### src/rtl/johnson_counter_param.sv
// johnson_counter_param
//   Twisted-ring (Johnson) counter of WIDTH bits cycling through 2*WIDTH
//   states. Supports enable, direction, synchronous load with a legality
//   check, a registered binary state index, a wrap strobe and recovery
//   from illegal (upset) codes.
// Ports
//   clk        rising-edge clock
//   reset      asynchronous active-low reset
//   en         advance one step this cycle
//   dir        0 = forward, 1 = reverse
//   load       synchronous load of load_val (wins over en)
//   load_val   value to load
//   dout       registered counter state
//   state_idx  registered position of dout in the forward sequence
//   wrap       1-cycle pulse when a counting step lands on all-0
//   err        1-cycle pulse when an illegal code was loaded or detected
module johnson_counter_param #(
  parameter int WIDTH = 4,
  localparam int IDX_W = $clog2(2*WIDTH)
) (
  input  logic             clk,
  input  logic             reset,
  input  logic             en,
  input  logic             dir,
  input  logic             load,
  input  logic [WIDTH-1:0] load_val,
  output logic [WIDTH-1:0] dout,
  output logic [IDX_W-1:0] state_idx,
  output logic             wrap,
  output logic             err
);

  // Legal codes have at most one transition between adjacent bits:
  // the adjacent-XOR vector must have zero or one bit set.
  function automatic logic f_legal(input logic [WIDTH-1:0] v);
    logic [WIDTH-2:0] t;
    t = v[WIDTH-1:1] ^ v[WIDTH-2:0];
    return (t & (t - (WIDTH-1)'(1))) == '0;
  endfunction

  function automatic logic [IDX_W-1:0] f_popcnt(input logic [WIDTH-1:0] v);
    logic [IDX_W-1:0] c;
    c = '0;
    for (int i = 0; i < WIDTH; i++) c = c + IDX_W'(v[i]);
    return c;
  endfunction

  logic [WIDTH-1:0] r_dout;
  logic [IDX_W-1:0] r_idx;
  logic             r_wrap;
  logic             r_err;

  logic [WIDTH-1:0] w_nxt;
  logic [WIDTH-1:0] w_step;
  logic [IDX_W-1:0] w_pc;
  logic [IDX_W-1:0] w_idx;
  logic             w_wrap;
  logic             w_err;

  // Forward shifts right, feeding the inverted LSB into the MSB; reverse
  // is its exact inverse.
  assign w_step = dir ? {r_dout[WIDTH-2:0], ~r_dout[WIDTH-1]}
                      : {~r_dout[0], r_dout[WIDTH-1:1]};

  always_comb begin
    w_nxt  = r_dout;
    w_wrap = 1'b0;
    w_err  = 1'b0;
    if (load) begin
      if (f_legal(load_val)) begin
        w_nxt = load_val;
      end else begin
        w_nxt = '0;
        w_err = 1'b1;
      end
    end else if (!f_legal(r_dout)) begin
      w_nxt = '0;
      w_err = 1'b1;
    end else if (en) begin
      w_nxt  = w_step;
      w_wrap = (w_step == '0);
    end
  end

  // Index from the next value: top-aligned ones count up from 1..WIDTH,
  // bottom-aligned ones are the descending half. IDX_W'(2*WIDTH) may
  // truncate to 0 for power-of-two moduli; the subtraction stays correct
  // modulo 2^IDX_W and the result is always below 2*WIDTH.
  assign w_pc = f_popcnt(w_nxt);
  always_comb begin
    w_idx = '0;
    if (w_nxt == '0)            w_idx = '0;
    else if (w_nxt[WIDTH-1])    w_idx = w_pc;
    else                        w_idx = IDX_W'(2*WIDTH) - w_pc;
  end

  always_ff @(posedge clk or negedge reset) begin
    if (!reset) begin
      r_dout <= '0;
      r_idx  <= '0;
      r_wrap <= 1'b0;
      r_err  <= 1'b0;
    end else begin
      r_dout <= w_nxt;
      r_idx  <= w_idx;
      r_wrap <= w_wrap;
      r_err  <= w_err;
    end
  end

  assign dout      = r_dout;
  assign state_idx = r_idx;
  assign wrap      = r_wrap;
  assign err       = r_err;

endmodule
### config.mk
export PLATFORM = sky130hd
export DESIGN_NAME = johnson_counter_param
export DESIGN_NICKNAME = d
export VERILOG_FILES = /design/src/rtl/johnson_counter_param.sv
export SDC_FILE = /design/constraint.sdc
export NUM_CORES = 1
export LEC_CHECK = 0
export CAP_MARGIN = 20
export CELL_PAD_IN_SITES_DETAIL_PLACEMENT = 1
export CELL_PAD_IN_SITES_GLOBAL_PLACEMENT = 1
export CORE_MARGIN = 3
export CORE_UTILIZATION = 36
export CTS_BUF_LIST = sky130_fd_sc_hd__clkbuf_4
export DETAILED_ROUTE_END_ITERATION = 6
export PLACE_DENSITY = 0.86
export SYNTH_ARGS = -nofsm -noshare
export SYNTH_HDL_FRONTEND = slang
export SYNTH_SLANG_ARGS = --single-unit
### constraint.sdc
create_clock -name clk -period 4 [get_ports clk]
set_input_delay 0.8 -clock clk [delete_from_list [all_inputs] [get_ports clk]]
set_output_delay 0.8 -clock clk [all_outputs]
set_load 0.02 [all_outputs]
==> results of run 1 <==
==> cells in the final DEF (no fill, tap or decap), drive strengths merged, types with 2 or more instances in the layout <==
master / n
clkdlybuf4s50: 17
clkbuf: 4
buf: 3
a21o: 2
o211ai: 2
ha: 5
nor2: 7
mux2i: 2
o2bb2ai: 2
nor2b: 3
nand2: 8
o21ai: 7
dfrtp: 9
a21oi: 2
a22o: 2
inv: 7
==> registers in the layout, summed over array words and instances, names as in the netlist <==
register	cells
wrap	1
dout	4
err	1
state_idx	3
==> cells in the mapped netlist <==
library cell,number
buf_1,1
mux2i_1,2
o21ai_0,5
nor2_1,7
a211oi_1,1
nor2b_1,1
o21bai_1,1
clkbuf_1,1
o22ai_4,1
inv_1,7
a21o_1,2
a2111oi_4,1
nand2_1,8
a21oi_1,2
a311oi_1,1
ha_1,5
a22o_1,2
dfrtp_1,9
o2bb2ai_1,2
o21a_1,1
o21ai_1,1
nand2b_1,1
o21ai_2,1
nor3_1,1
nor2b_2,2
and2b_2,1
o211ai_1,2
a31oi_4,1
==> logic make-up (layout without fill, tap and decap cells) <==
kind of cell	count (synthesis)	count (layout)	share of synthesized area, %
DFF	9	9	34.35
AOI/OAI and AO/OA	24	24	32.63
buffers and inverters	9	31	5.152
and+or+nand+nor	21	21	15.27
muxes	2	2	3.054
adders and majority gates	5	5	9.542
==> tightest hold or removal path, stage by stage, from the launching register on <==
cell and delay (ps):
dfrtp_1 440, nor2_1 60, nand2_1 70, nor3_1 40
==> power by group <==
part | total, mW | switching [mW] | internal [mW]
sequential | 0.134 | 0.0215 | 0.113
clock | 0.0817 | 0.0362 | 0.0455
combinational | 0.232 | 0.121 | 0.111
==> metal layers <==
layer	share of wire, %	track usage (%)	wire, um
met5	0	0	0
met4	1.3	8.531	22
met3	3.3	3.988	56
met2	55	29.86	917
met1	40	15.24	675
==> per-stage QoR <==
| step | util, % | hold WS (ps) |
|---|---|---|
| after floorplan | - | 504.4 |
| after global placement | 54.04 | 624.1 |
| after detailed placement | 54.04 | 644.2 |
| after CTS | 55.90 | 651.2 |
| after global routing | 56.21 | 681.5 |
| final | 56.21 | 642.9 |
==> layout make-up <==
class | instances | area (um2) | share of cell area, %
well taps | 24 | 30.03 | 3.315
inverters | 7 | 26.28 | 2.901
clock buffers | 4 | 30.03 | 3.315
flip-flops and latches | 9 | 225.2 | 24.86
repair buffers | 20 | 192.7 | 21.27
multi-input cells | 52 | 401.6 | 44.34
==> worst paths after layout <==
check / to / startpoint / slack [ps] / cells after the start
min reg2reg: wrap$_DFF_PN0_ / dout[2]$_DFF_PN0_ / 640 / 3
min in group asynchronous: wrap$_DFF_PN0_ / reset / 810 / 1
max reg2reg: state_idx[2]$_DFF_PN0_ / dout[0]$_DFF_PN0_ / 720 / 13
max: state_idx[2]$_DFF_PN0_ / load_val[1] / 300 / 15
max in group asynchronous: state_idx[2]$_DFF_PN0_ / reset / 2900 / 1
min: wrap$_DFF_PN0_ / dout[2]$_DFF_PN0_ / 640 / 3
==> impl_metrics.env, run 1 <==
export IMPL_synth_top_area_cell="dfrtp_1"
export IMPL_ant_nets=0
export IMPL_initial_core_util_pct=40.68
export IMPL_clock_latency_ps=280
export IMPL_grt_max_degree=10
export IMPL_synth_cell_types=28
export IMPL_worst_slew_margin_rel_pct=70.44
export IMPL_fin_area_um2=905.9
export IMPL_post_cts_buffers=0
export IMPL_vias_per_cell=5.198
export IMPL_wl_per_cell_um=14.41
export IMPL_path_cells="clkdlybuf4s50_1 -> nand2_1 -> o21ai_0 -> nor2_1 -> a211oi_2 -> o2bb2ai_1 -> inv_1 -> ha_1 -> ha_1 -> ha_1 -> ha_1 -> inv_1 -> ha_1 -> a21o_1 -> a22o_1"
export IMPL_crit_slowest_cell="clkdlybuf4s50_1"
export IMPL_status="completed"
export IMPL_io_pins=18
export IMPL_timing_final_ws_setup_ps=298.6
export IMPL_synth_top_area_share_pct=34.35
export IMPL_hold_violations=0
export IMPL_ys_warn_count=0
export IMPL_setup_viol=0
export IMPL_peakVddDrop_mv=0.3115
export IMPL_drive_above_1_share_pct=16.30
export IMPL_cpPeakStageDelay_ps=530
export IMPL_drc=0
export IMPL_grt_pass1_vias=619
export IMPL_die_w_um=48.68
export IMPL_start_kind="primary input"
export IMPL_dr_pass1_iters=4
export IMPL_power_uw=448.2
export IMPL_worst_path_buf_inv=3
export IMPL_hpwl_um=1400
export IMPL_maxCapViolCount=0
export IMPL_clkSinkCount=9
export IMPL_finalNonFillerCells=116
export IMPL_post_dp_cell_area_um2=870.8
export IMPL_n_antenna_cell=0
export IMPL_rows=14
export IMPL_core_um2=1612
export IMPL_gr_total_overflow=0
export IMPL_cts_clk_slew_worst_paths_ps=60
export IMPL_fin_skew_ps=4.290
export IMPL_p_leak_nw=0.3982
export IMPL_grt_antenna_before_repair=0
export IMPL_ys_ff_latch=9
export IMPL_die_y_um=48.68
export IMPL_gp_congestion=0.7386
export IMPL_track_usage_pct=15.72
export IMPL_cts_resized_gates=0
export IMPL_fmax_mhz=270.2
export IMPL_syn_area_per_cell_um2=9.366
export IMPL_path_delay_family="adder cells"
export IMPL_fill_cells=194
export IMPL_area_growth_pct=38.17
export IMPL_cpMostUsedCell="ha_1"
export IMPL_tightest_slew_ps=438.8
export IMPL_min_period_ps=3701
export IMPL_io_buffers=17
export IMPL_synthCells=70
export IMPL_crit_path_end_kind="register"
export IMPL_die_area_um2=2369
export IMPL_hold_class="reg -> reg"
export IMPL_pre_cts_ws_ps=-82.57
export IMPL_first_iter_violations=3
export IMPL_powerDensity_nw_per_um2=494.7
export IMPL_root_buffer="clkbuf_4"
export IMPL_synthTopCellsByArea="dfrtp_1 (34%), ha_1 (9.5%), nand2_1 (4.6%)"
export IMPL_cts_hold_buf=0
export IMPL_cts_tree="done"
export IMPL_routed_wl_um=1672
export IMPL_crit_fanout=4
export IMPL_syn_area_um2=655.6
export IMPL_fin_setup_tns_ps=0
export IMPL_crit_required_ps=4160
export IMPL_rsz0062_at_grt="false"
export IMPL_drv_slew=0
export IMPL_cp_arrival_ps=3860
export IMPL_final_nets=107
export IMPL_dpl_cell_count=112
export IMPL_ctsLongestPathBuffers=2
export IMPL_synth_seq_area_share_pct=34.35
export IMPL_synth_nets=84
export IMPL_vias=603
export IMPL_htreeDepth=1
export IMPL_min_period_over_period_pct=92.53
export IMPL_grt_pass1_wl_um=2753
export IMPL_cts_buffers=3
export IMPL_crit_type="in -> reg"
(Power assumes the default switching activity.)
==> run 2, diff against run 1 <==
- CORE_UTILIZATION: 36 -> 39
- PLACE_DENSITY: 0.86 -> 0.92
- clock period: 4 -> 4.45 ns (I/O delays scaled with it)
==> impl_metrics.env, run 2 (synthesized netlist as in run 1, its figures left out) <==
export IMPL_status="completed"
export IMPL_p_leak_nw=0.3825
export IMPL_cts_hold_buf=0
export IMPL_gp_congestion=0.8132
export IMPL_dpl_cell_count=101
export IMPL_grt_antenna_before_repair=0
export IMPL_worst_slew_margin_rel_pct=73.37
export IMPL_rr_startpoint="dout[0]$_DFF_PN0_"
export IMPL_cts_resized_gates=0
export IMPL_powerDensity_nw_per_um2=441.9
export IMPL_first_iter_violations=0
export IMPL_rows=14
export IMPL_r2r_slack_ps=1210
export IMPL_crit_type="in -> reg"
export IMPL_wl_per_cell_um=13.72
export IMPL_drc=0
export IMPL_drv_slew=0
export IMPL_ant_nets=0
export IMPL_holdWs_ps=635.7
export IMPL_hpwl_um=1233
export IMPL_drive_above_1_share_pct=12.36
export IMPL_timing_final_ws_setup_ps=558.5
export IMPL_gr_total_overflow=0
export IMPL_die_y_um=47
export IMPL_pre_cts_ws_ps=258.9
export IMPL_fmax_mhz=257.0
export IMPL_ctsLongestPathBuffers=2
export IMPL_peakVddDrop_mv=0.2373
export IMPL_min_period_over_period_pct=87.45
export IMPL_grt_pass1_vias=594
export IMPL_rsz0062_at_grt="false"
export IMPL_tightest_slew_ps=398.2
export IMPL_hold_class="reg -> reg"
export IMPL_cp_arrival_ps=4040
export IMPL_timing_rr_end="state_idx[2]$_DFF_PN0_"
export IMPL_die_area_um2=2209
export IMPL_min_period_ps=3891
export IMPL_maxCapViolCount=0
export IMPL_largest_register_ffs=4
export IMPL_post_cts_buffers=0
export IMPL_fin_util_pct=56.33
export IMPL_crit_end="state_idx[2]$_DFF_PN0_"
export IMPL_initial_core_util_pct=42.53
export IMPL_fin_skew_ps=0.3480
export IMPL_io_buffers=17
export IMPL_hold_violations=0
export IMPL_cts_tree="done"
export IMPL_cts_buffers=3
export IMPL_crit_required_ps=4590
export IMPL_cts_clk_slew_worst_paths_ps=60
export IMPL_final_cell_mix="clkdlybuf4s50_1 (17), dfrtp_1 (9), nand2_1 (8), inv_1 (7), nor2_1 (7)"
export IMPL_layout_cells_most_common="clkdlybuf4s50_1"
export IMPL_start_kind="primary input"
export IMPL_fin_setup_tns_ps=0
export IMPL_rr_worst_depth=13
export IMPL_root_buffer="clkbuf_4"
export IMPL_grt_pass1_wl_um=2518
export IMPL_power_uw=383.7
export IMPL_htreeDepth=1
export IMPL_final_nets=104
export IMPL_track_usage_pct=15.65
export IMPL_crit_path_end_kind="register"
export IMPL_setup_viol=0
export IMPL_cp_startpoint="load_val[1]"
export IMPL_grt_max_degree=10
export IMPL_dr_pass1_iters=1
export IMPL_clkSinkCount=9
export IMPL_die_w_um=47
export IMPL_area_growth_pct=32.44
export IMPL_io_pins=18
export IMPL_routed_wl_um=1441
export IMPL_post_dp_cell_area_um2=838.3
export IMPL_clock_latency_ps=250
export IMPL_n_antenna_cell=0
export IMPL_vias_per_cell=5.638
export IMPL_fin_area_um2=868.3
export IMPL_crit_fanout=4
export IMPL_core_um2=1541
export IMPL_vias=592
export IMPL_finalNonFillerCells=105
## run 2: critical path: stages
cell and delay (ps):
clkdlybuf4s50_1 540, nand2_1 80, o21ai_0 110, nor2_1 80
a211oi_1 360, o2bb2ai_1 210, inv_1 70, ha_1 290
ha_1 270, ha_1 200, ha_1 290, inv_1 50
ha_1 200, a21o_1 160, a22o_1 220
## run 2: layer usage
metal,GRT usage [%],part of all wire (%)
met1,19.67,42
met5,0,0
met2,27.91,55
met3,2.682,2.9
met4,3.315,0
## run 2: area by class of cell
cell class / instances / area (um2)
clock buffer: 4 / 30.03
fill: 180 / 673.1
inverter: 7 / 26.28
multi-input combinational: 52 / 396.6
sequential: 9 / 225.2
tap: 16 / 20.02
timing repair buffer: 17 / 170.2
## run 2: worst min path at each step
stage / from / slack, ps / end / cells past startpoint
final: dout[2]$_DFF_PN0_ / 640 / wrap$_DFF_PN0_ / 3
after global routing: dout[2]$_DFF_PN0_ / 690 / wrap$_DFF_PN0_ / 3
after CTS: dout[2]$_DFF_PN0_ / 630 / wrap$_DFF_PN0_ / 3
after detailed placement: dout[2]$_DFF_PN0_ / 630 / wrap$_DFF_PN0_ / 3
after global placement: dout[2]$_DFF_PN0_ / 620 / wrap$_DFF_PN0_ / 3
after floorplan: reset / 590 / dout[0]$_DFF_PN0_ / 0
## run 2: report_power, final
group | internal (mW) | switching (mW) | total (mW)
Clock | 0.0405 | 0.0264 | 0.0669
Sequential | 0.102 | 0.0186 | 0.120
Combinational | 0.0949 | 0.102 | 0.197
==> run 3, diff against run 2 <==
- CORE_UTILIZATION: 39 -> 35
- PLACE_DENSITY: 0.92 -> 0.84
==> impl_metrics.env, run 3 (synthesized netlist as in run 1, its figures left out) <==
export IMPL_grt_max_degree=10
export IMPL_initial_core_util_pct=37.56
export IMPL_rsz0062_at_grt="false"
export IMPL_grt_util_met1_pct=16.23
export IMPL_grt_busiest_layer="met2"
export IMPL_maxCapViolCount=0
export IMPL_clkSinkCount=9
export IMPL_die_y_um=49.28
export IMPL_tightest_slew_ps=401.9
export IMPL_setup_viol=0
export IMPL_crit_path_end_kind="register"
export IMPL_rr_worst_depth=13
export IMPL_final_cell_mix="clkdlybuf4s50_1 (17), dfrtp_1 (9), nand2_1 (8), inv_1 (7), nor2_1 (7)"
export IMPL_routed_wl_um=1440
export IMPL_hold_violations=0
export IMPL_gp_congestion=0.7000
export IMPL_grt_pass1_vias=607
export IMPL_largest_register_ffs=4
export IMPL_min_period_over_period_pct=87.19
export IMPL_n_antenna_cell=0
export IMPL_worst_slew_margin_rel_pct=73.04
export IMPL_rows=15
export IMPL_area_growth_pct=34.16
export IMPL_status="completed"
export IMPL_clock_latency_ps=250
export IMPL_first_iter_violations=4
export IMPL_grt_antenna_before_repair=0
export IMPL_layout_cells_most_common="clkdlybuf4s50_1"
export IMPL_cts_hold_buf=0
export IMPL_fin_skew_ps=5.912
export IMPL_holdWs_ps=652.2
export IMPL_wl_per_cell_um=12.63
export IMPL_root_buffer="clkbuf_4"
export IMPL_cts_buffers=3
export IMPL_powerDensity_nw_per_um2=437.9
export IMPL_cts_resized_gates=0
export IMPL_vias_per_cell=4.939
export IMPL_cp_arrival_ps=4020
export IMPL_dr_pass1_iters=2
export IMPL_whs_path_depth=3
export IMPL_htreeDepth=1
export IMPL_grt_use_met2_pct=23.66
export IMPL_drc=0
export IMPL_crit_type="in -> reg"
export IMPL_die_area_um2=2429
export IMPL_drv_slew=0
export IMPL_hpwl_um=1238
export IMPL_fmax_mhz=257.7
export IMPL_track_usage_pct=12.71
export IMPL_drive_above_1_share_pct=12.36
export IMPL_die_w_um=49.28
export IMPL_cts_tree="done"
export IMPL_p_leak_nw=0.3825
export IMPL_crit_required_ps=4590
export IMPL_vias=563
export IMPL_start_kind="primary input"
export IMPL_hold_class="reg -> reg"
export IMPL_ctsLongestPathBuffers=2
export IMPL_post_cts_buffers=0
export IMPL_grt_pass1_wl_um=2539
export IMPL_gr_total_overflow=0
export IMPL_io_pins=18
export IMPL_cts_clk_slew_worst_paths_ps=70
export IMPL_final_nets=104
export IMPL_io_buffers=17
export IMPL_use_met3_pct=0
export IMPL_ant_nets=0
export IMPL_fin_setup_tns_ps=0
export IMPL_min_period_ps=3880
export IMPL_peakVddDrop_mv=0.2420
export IMPL_crit_fanout=4
export IMPL_core_um2=1745
## run 3: worst paths after layout
check / startpoint / slack [ps] / end
setup / recovery: load_val[1] / 570 / state_idx[2]$_DFF_PN0_
hold / removal: dout[2]$_DFF_PN0_ / 650 / wrap$_DFF_PN0_
setup reg to reg: dout[0]$_DFF_PN0_ / 1160 / state_idx[2]$_DFF_PN0_
hold reg to reg: dout[2]$_DFF_PN0_ / 650 / wrap$_DFF_PN0_
max in group asynchronous: reset / 3240 / state_idx[2]$_DFF_PN0_
min in group asynchronous: reset / 920 / dout[1]$_DFF_PN0_
## run 3: per-stage QoR
step	utilization, %	setup slack (ps)	total power, mW	cell area [um2]	cells
2_1_floorplan	-	1094	0.2480	655.6	70
3_3_place_gp	48.67	372.7	0.3144	849.6	110
3_5_place_dp	48.67	293.0	0.3247	849.6	110
4_1_cts	50.39	555.6	0.3924	879.6	114
5_1_grt	50.39	316.7	0.4192	879.6	114
6_report	50.39	569.9	0.3852	879.6	114
## run 3: layout make-up
cell class | instances | area, um2
fillers | 205 | 865.8
well taps | 25 | 31.28
flip-flops and latches | 9 | 225.2
inverters | 7 | 26.28
clock buffers | 4 | 30.03
multi-input cells | 52 | 396.6
repair buffers | 17 | 170.2
## run 3: layer usage
layer / part of all wire (%) / up-vias
met5: 0 / -
met4: 0 / 0
met3: 2.0 / 0
met2: 53 / 7
met1: 45 / 271
li1: - / 285
## run 3: where the power goes
group,internal [mW],switching [mW]
logic,0.0952,0.102
registers,0.102,0.0184
clock network,0.0405,0.0274
## run 3: worst max-delay path, stage by stage
cell and delay, ps:
clkdlybuf4s50_1 540, nand2_1 100, o21ai_0 90, nor2_1 60, a211oi_1 380, o2bb2ai_1 220, inv_1 80, ha_1 300
ha_1 280, ha_1 200, ha_1 280, inv_1 50, ha_1 200, a21o_1 160, a22o_1 220
